[config.mk]
export PLATFORM = sky130hd
export DESIGN_NAME = sumres_seq8_flat
export DESIGN_NICKNAME = d
export VERILOG_FILES = /design/src/rtl/sumres_seq8_if.sv /design/src/rtl/sumres_seq8.sv /design/src/flat_wrapper.sv
export SDC_FILE = /design/constraint.sdc
export NUM_CORES = 1
export LEC_CHECK = 0
export CAP_MARGIN = 20
export CELL_PAD_IN_SITES_DETAIL_PLACEMENT = 1
export CELL_PAD_IN_SITES_GLOBAL_PLACEMENT = 2
export CORE_MARGIN = 2
export CORE_UTILIZATION = 32
export DETAILED_ROUTE_END_ITERATION = 12
export HOLD_SLACK_MARGIN = 0.12
export PLACE_DENSITY = 0.88
export SYNTH_ARGS = -nofsm -noshare
export SYNTH_HDL_FRONTEND = slang
export SYNTH_SLANG_ARGS = --single-unit
[constraint.sdc]
create_clock -name clk -period 7.6 [get_ports clk]
set_clock_uncertainty 0.05 [all_clocks]
set_input_delay 2.28 -clock clk [delete_from_list [all_inputs] [get_ports clk]]
set_output_delay 2.28 -clock clk [all_outputs]
set_load 0.02 [all_outputs]
[src/rtl/sumres_seq8_if.sv]
// Handshake bundle for sumres_seq8: two valid/ready request ports and one
// valid/ready result port. The master drives requests; the slave is the sequencer.
interface sumres_seq8_if #(
  parameter int NIB = 2
);
  localparam int W = 4 * NIB;

  logic         req0_valid;
  logic         req0_ready;
  logic [W-1:0] req0_a;
  logic [W-1:0] req0_b;
  logic         req0_op;

  logic         req1_valid;
  logic         req1_ready;
  logic [W-1:0] req1_a;
  logic [W-1:0] req1_b;
  logic         req1_op;

  logic         res_valid;
  logic         res_ready;
  logic [W-1:0] res_data;
  logic         res_carry;
  logic         res_sign;
  logic         res_id;

  modport master (
    output req0_valid, req0_a, req0_b, req0_op,
    output req1_valid, req1_a, req1_b, req1_op,
    output res_ready,
    input  req0_ready, req1_ready,
    input  res_valid, res_data, res_carry, res_sign, res_id
  );

  modport slave (
    input  req0_valid, req0_a, req0_b, req0_op,
    input  req1_valid, req1_a, req1_b, req1_op,
    input  res_ready,
    output req0_ready, req1_ready,
    output res_valid, res_data, res_carry, res_sign, res_id
  );
endinterface

[src/rtl/sumres_seq8.sv]
// Nibble-serial sign-magnitude add/subtract sequencer shared by two
// round-robin requesters; one 4-bit add/sub stage runs NIB cycles per operation.
module sumres_seq8 #(
  parameter int NIB = 2
) (
  input  logic         clk,
  input  logic         rst_n,
  sumres_seq8_if.slave bus
);
  localparam int W  = 4 * NIB;
  localparam int KW = (NIB > 1) ? $clog2(NIB) : 1;

  typedef enum logic [1:0] {
    IDLE = 2'd0,
    CALC = 2'd1,
    DONE = 2'd2
  } state_t;

  state_t              state;
  logic [KW-1:0]       k;
  logic [NIB-1:0][3:0] a_q;
  logic [NIB-1:0][3:0] b_q;
  logic [NIB-1:0][3:0] data_q;
  logic                op_q;
  logic                carry_q;
  logic                ptr;
  logic                res_valid_q;
  logic                res_carry_q;
  logic                res_sign_q;
  logic                res_id_q;

  logic                gnt0;
  logic                gnt1;
  logic [W-1:0]        sel_a;
  logic [W-1:0]        sel_b;
  logic                sel_op;
  logic                swap;
  logic [4:0]          nib_sum;

  // Ready is the grant itself: combinational from valids and the pointer, and
  // forced low outside IDLE and while reset is held.
  always_comb begin
    // NOTE: every always_comb output is given a default first so no path infers a latch.
    gnt0 = 1'b0;
    gnt1 = 1'b0;
    if (rst_n && state == IDLE) begin
      gnt0 = bus.req0_valid && (!bus.req1_valid || !ptr);
      gnt1 = bus.req1_valid && (!bus.req0_valid ||  ptr);
    end
  end

  assign sel_a  = gnt1 ? bus.req1_a  : bus.req0_a;
  assign sel_b  = gnt1 ? bus.req1_b  : bus.req0_b;
  assign sel_op = gnt1 ? bus.req1_op : bus.req0_op;
  assign swap   = sel_op && (sel_a < sel_b);

  // Subtract is A + ~B + 1, with the +1 coming from the carry register seeded with op.
  assign nib_sum = {1'b0, a_q[k]} + {1'b0, b_q[k] ^ {4{op_q}}} + {4'b0000, carry_q};

  always_ff @(posedge clk or negedge rst_n) begin
    if (!rst_n) begin
      state       <= IDLE;
      k           <= '0;
      a_q         <= '0;
      b_q         <= '0;
      data_q      <= '0;
      op_q        <= 1'b0;
      carry_q     <= 1'b0;
      ptr         <= 1'b0;
      res_valid_q <= 1'b0;
      res_carry_q <= 1'b0;
      res_sign_q  <= 1'b0;
      res_id_q    <= 1'b0;
    end else begin
      // NOTE: sequential state uses non-blocking assignments so every register
      // samples pre-edge values regardless of statement order.
      case (state)
        IDLE: begin
          if (gnt0 || gnt1) begin
            a_q        <= swap ? sel_b : sel_a;
            b_q        <= swap ? sel_a : sel_b;
            op_q       <= sel_op;
            carry_q    <= sel_op;
            res_sign_q <= swap;
            res_id_q   <= gnt1;
            ptr        <= !gnt1;
            k          <= '0;
            state      <= CALC;
          end
        end
        CALC: begin
          data_q[k] <= nib_sum[3:0];
          carry_q   <= nib_sum[4];
          if (k == KW'(NIB - 1)) begin
            res_carry_q <= nib_sum[4];
            res_valid_q <= 1'b1;
            state       <= DONE;
          end else begin
            k <= k + 1'b1;
          end
        end
        DONE: begin
          if (bus.res_ready) begin
            res_valid_q <= 1'b0;
            state       <= IDLE;
          end
        end
        default: state <= IDLE;
      endcase
    end
  end

  assign bus.req0_ready = gnt0;
  assign bus.req1_ready = gnt1;
  assign bus.res_valid  = res_valid_q;
  assign bus.res_data   = data_q;
  assign bus.res_carry  = res_carry_q;
  assign bus.res_sign   = res_sign_q;
  assign bus.res_id     = res_id_q;
endmodule
[src/flat_wrapper.sv]
// flat-port wrapper written by rule: the top's interface ports become plain ports
module sumres_seq8_flat 
#(
  parameter int NIB = 2
)
  (clk, rst_n, bus_req0_valid, bus_req0_a, bus_req0_b, bus_req0_op, bus_req1_valid, bus_req1_a, bus_req1_b, bus_req1_op, bus_res_ready, bus_req0_ready, bus_req1_ready, bus_res_valid, bus_res_data, bus_res_carry, bus_res_sign, bus_res_id);
  sumres_seq8_if #(.NIB(NIB)) bus_i ();
  input  logic clk;
  input  logic rst_n;
  input wire logic [$bits(bus_i.req0_valid)-1:0] bus_req0_valid;
  input wire logic [$bits(bus_i.req0_a)-1:0] bus_req0_a;
  input wire logic [$bits(bus_i.req0_b)-1:0] bus_req0_b;
  input wire logic [$bits(bus_i.req0_op)-1:0] bus_req0_op;
  input wire logic [$bits(bus_i.req1_valid)-1:0] bus_req1_valid;
  input wire logic [$bits(bus_i.req1_a)-1:0] bus_req1_a;
  input wire logic [$bits(bus_i.req1_b)-1:0] bus_req1_b;
  input wire logic [$bits(bus_i.req1_op)-1:0] bus_req1_op;
  input wire logic [$bits(bus_i.res_ready)-1:0] bus_res_ready;
  output wire logic [$bits(bus_i.req0_ready)-1:0] bus_req0_ready;
  output wire logic [$bits(bus_i.req1_ready)-1:0] bus_req1_ready;
  output wire logic [$bits(bus_i.res_valid)-1:0] bus_res_valid;
  output wire logic [$bits(bus_i.res_data)-1:0] bus_res_data;
  output wire logic [$bits(bus_i.res_carry)-1:0] bus_res_carry;
  output wire logic [$bits(bus_i.res_sign)-1:0] bus_res_sign;
  output wire logic [$bits(bus_i.res_id)-1:0] bus_res_id;
  assign bus_i.req0_valid = bus_req0_valid;
  assign bus_i.req0_a = bus_req0_a;
  assign bus_i.req0_b = bus_req0_b;
  assign bus_i.req0_op = bus_req0_op;
  assign bus_i.req1_valid = bus_req1_valid;
  assign bus_i.req1_a = bus_req1_a;
  assign bus_i.req1_b = bus_req1_b;
  assign bus_i.req1_op = bus_req1_op;
  assign bus_i.res_ready = bus_res_ready;
  assign bus_req0_ready = bus_i.req0_ready;
  assign bus_req1_ready = bus_i.req1_ready;
  assign bus_res_valid = bus_i.res_valid;
  assign bus_res_data = bus_i.res_data;
  assign bus_res_carry = bus_i.res_carry;
  assign bus_res_sign = bus_i.res_sign;
  assign bus_res_id = bus_i.res_id;
  sumres_seq8 #(.NIB(NIB)) u_core (.clk(clk), .rst_n(rst_n), .bus(bus_i));
endmodule
==> results.py <==
metrics = {
    "run_status": {
        "status": "finished clean",
    },
    "clock_network": {
        "postCtsHoldBufs": 0,
        "cts-root-buf": "clkbuf_8",
        "htreeDepth": 2,
        "clkSlewWorstSetupHoldPaths_ns": 0.07,
        "clk_path_buf_depth": 2,
        "cts_tree": "done",
        "cts_sinks": 34,
        "cts_buffers": 5,
        "clkLatencyLatePin_ns": 0.29,
        "cts_resized": 0,
        "cts_setup_buffers": 0,
    },
    "power_and_ir_drop": {
        "irDropWorstVdd_v": 0.0001361,
        "leakage_nw": 1.315,
        "p_per_area_mw_per_mm2": 383.4,
        "power_mw": 1.184,
    },
    "sta": {
        "clock.fmax_ghz": 0.1510,
        "period_minus_slack_ns": 6.621,
        "drv_slew": 0,
        "setup_violations": 0,
        "rsz0062_at_grt": "false",
        "hold_viol": 0,
        "tightest_slew_ns": 0.8359,
        "tns_ns": 0,
        "max-slew-margin-rel": 0.4414,
        "fin_ws_ns": 0.9788,
        "finalCritPeriodShare": 0.8712,
    },
    "worst_setup_path": {
        "cp-start-kind": "input port",
        "crit_top_cell": "clkdlybuf4s50_1",
        "critical_path_class": "in2out",
        "timing.critical_path.buf_inv": 4,
        "crit_end": "bus_req1_ready",
        "timing.rr.end": "u_core.a_q[7]$_DFFE_PN0P_",
        "crit_path_start": "bus_req0_valid",
        "path_depth": 6,
        "worstPathCellList": "clkdlybuf4s50_1 > nand2b_1 > buf_4 > nand3_1 > clkinv_1 > clkdlybuf4s50_1",
        "cp-end-kind": "output port",
        "slowest_delay_ns": 0.63,
        "crit_required_ns": 5.27,
        "r2r_start": "u_core.state[1]$_DFFE_PN0P_",
        "reg2reg_slack_ns": 4.24,
        "cp_slowest_cell": "clkdlybuf4s50_1",
        "reg2regPathDepth": 9,
        "path_delay_family": "buffers and inverters",
        "cp_max_fo": 19,
        "worst_ep_arrival_time_ns": 4.29,
    },
    "synth": {
        "ys_ff_latch": 34,
        "synth_edf_count": 0,
        "netlist_top_cells_area": "dfrtp_1, ha_1, nand3_1",
        "synth_warnings": 0,
        "syn_inst": 283,
        "synth_ff_type": "dfrtp_1",
        "synth.distinct_cells": 43,
        "ys_seq_area_frac": 0.3536,
        "syn-cell-area_mm2": 0.002406,
        "avgSynthCellArea_um2": 8.502,
        "synthArstFlopShare": 1.000,
        "synth_nets": 334,
        "synth_top_area_frac": 0.3536,
        "yosysTopAreaCell": "dfrtp_1",
    },
    "worst_hold_path": {
        "holdPathStages": 2,
        "min_path_type": "reg2reg",
    },
    "grt": {
        "grt_pass1_vias": 2364,
        "grt_max_degree": 37,
        "grt_pass1_wl_um": 11760,
        "grt_util_all_layers": 0.1755,
        "grt_overflow": 0,
        "antenna_found_initial": 0,
    },
    "floorplan": {
        "start_util": 0.3317,
        "row_count": 31,
        "die_w_um": 90.71,
        "io_pins": 53,
        "dieArea_mm2": 0.008228,
        "die_y_um": 90.71,
        "coreArea_mm2": 0.007253,
    },
    "cells_and_area": {
        "layout_commonest_cell": "clkdlybuf4s50_1",
        "fin_nets": 379,
        "syn_to_final_growth_pct": 28.39,
        "n_antenna_cell": 0,
        "multi_input_area_mm2": 0.001398,
        "final_cell_area_mm2": 0.003089,
        "regArea_um2": 850.8,
        "fillCellCount": 894,
        "final_cell_mix": "clkdlybuf4s50_1, dfrtp_1, nand3_1",
        "layoutNonFillerInstCount": 428,
        "drive_gt1_frac": 0.08207,
    },
    "placement": {
        "detailedPlace.worstSlack_ns": 0.9676,
        "gp_congestion": 0.8292,
        "io_buffers": 52,
        "dpl_cell_area_mm2": 0.002987,
        "hpwl_um": 5148,
        "placed_cells": 419,
    },
    "drt": {
        "drt_pass1_iterations": 4,
        "wirelength_um": 6864,
        "avgViaCountPerCell": 5.271,
        "postRouteAntennaNets": 0,
        "dr.first_iter.drc_count": 97,
        "num_vias": 2256,
        "wire_per_inst_um": 16.04,
        "drcViolationCount": 0,
    },
    "run": {
        "maxCapViolCount": 0,
    },
}
## Yosys cell counts, types with 7 or more instances
| library cell | n |
|---|---|
| inv_1 | 16 |
| ha_1 | 10 |
| clkbuf_1 | 7 |
| buf_2 | 7 |
| dfrtp_1 | 34 |
| nand4_1 | 15 |
| nand2_1 | 20 |
| a21oi_1 | 23 |
| o21ai_0 | 22 |
| nand3_1 | 25 |
| a21boi_0 | 7 |
| nor2_1 | 22 |
| o31ai_1 | 7 |
| o211ai_1 | 7 |
## stage by stage
step                hold WS (ns)    util
detailed placement        0.4197  0.4118
global placement          0.4091  0.4118
global route              0.4608  0.4259
floorplan                 0.4282       -
CTS                       0.4374  0.4249
finish                    0.4298  0.4259
## per-layer routing
metal | global-route usage | share of wire | vias up
met1 | 0.2428 | 0.48 | 1091
met2 | 0.2892 | 0.47 | 53
met4 | 0.03846 | 0.0086 | 0
met3 | 0.02671 | 0.042 | 5
met5 | 0 | 0 | -
li1 | - | - | 1107
## area by class of cell
type / count / share of cell area
multi-input cells: 213 / 0.4524
flip-flops and latches: 34 / 0.2754
repair buffers: 57 / 0.1806
well taps: 99 / 0.04010
clock buffers: 6 / 0.02673
inverters: 17 / 0.02066
clock inverters: 2 / 0.004050
## where the power goes
part / total, mW / internal (mW) / switching, mW
logic: 0.707 / 0.314 / 0.393
registers: 0.334 / 0.269 / 0.0644
clock network: 0.144 / 0.0729 / 0.0708
## tightest hold or removal path, cell delays in order (launching register included)
cell     delay (ns)
dfrtp_1        0.34
nand2_1        0.05
o21ai_0        0.06
## worst min-delay path by stage
stage / startpoint / end / slack [ns]
2_1_floorplan: u_core.ptr$_DFFE_PN0P_ / u_core.ptr$_DFFE_PN0P_ / 0.43
3_3_place_gp: u_core.bus.res_data[2]$_DFFE_PN0P_ / u_core.bus.res_data[2]$_DFFE_PN0P_ / 0.41
3_5_place_dp: u_core.bus.res_data[1]$_DFFE_PN0P_ / u_core.bus.res_data[1]$_DFFE_PN0P_ / 0.42
4_1_cts: u_core.bus.res_data[1]$_DFFE_PN0P_ / u_core.bus.res_data[1]$_DFFE_PN0P_ / 0.44
5_1_grt: u_core.bus.res_sign$_DFFE_PN0P_ / u_core.bus.res_sign$_DFFE_PN0P_ / 0.46
6_report: u_core.bus.res_data[6]$_DFFE_PN0P_ / u_core.bus.res_data[6]$_DFFE_PN0P_ / 0.43
## flip-flops by register name, summed over array words and instances, names as in the netlist
register / cells
u_core.state: 2
u_core.k: 1
u_core.bus.res_sign: 1
u_core.bus.res_data: 8
u_core.bus.res_id: 1
u_core.carry_q: 1
u_core.op_q: 1
u_core.a_q: 8
u_core.ptr: 1
u_core.bus.res_carry: 1
u_core.b_q: 8
u_core.bus.res_valid: 1
## cell families after synthesis
logic type | count (synthesis) | share of synthesized area
adder cells (fa/ha/maj) | 12 | 0.06864
XOR/XNOR | 6 | 0.02184
buffers and inverters | 36 | 0.06760
AND/OR/NAND/NOR | 97 | 0.2075
flip-flops | 34 | 0.3536
multiplexers | 12 | 0.05304
AO/OA/AOI/OAI | 86 | 0.2278
Power figures use the tool's default switching activity.
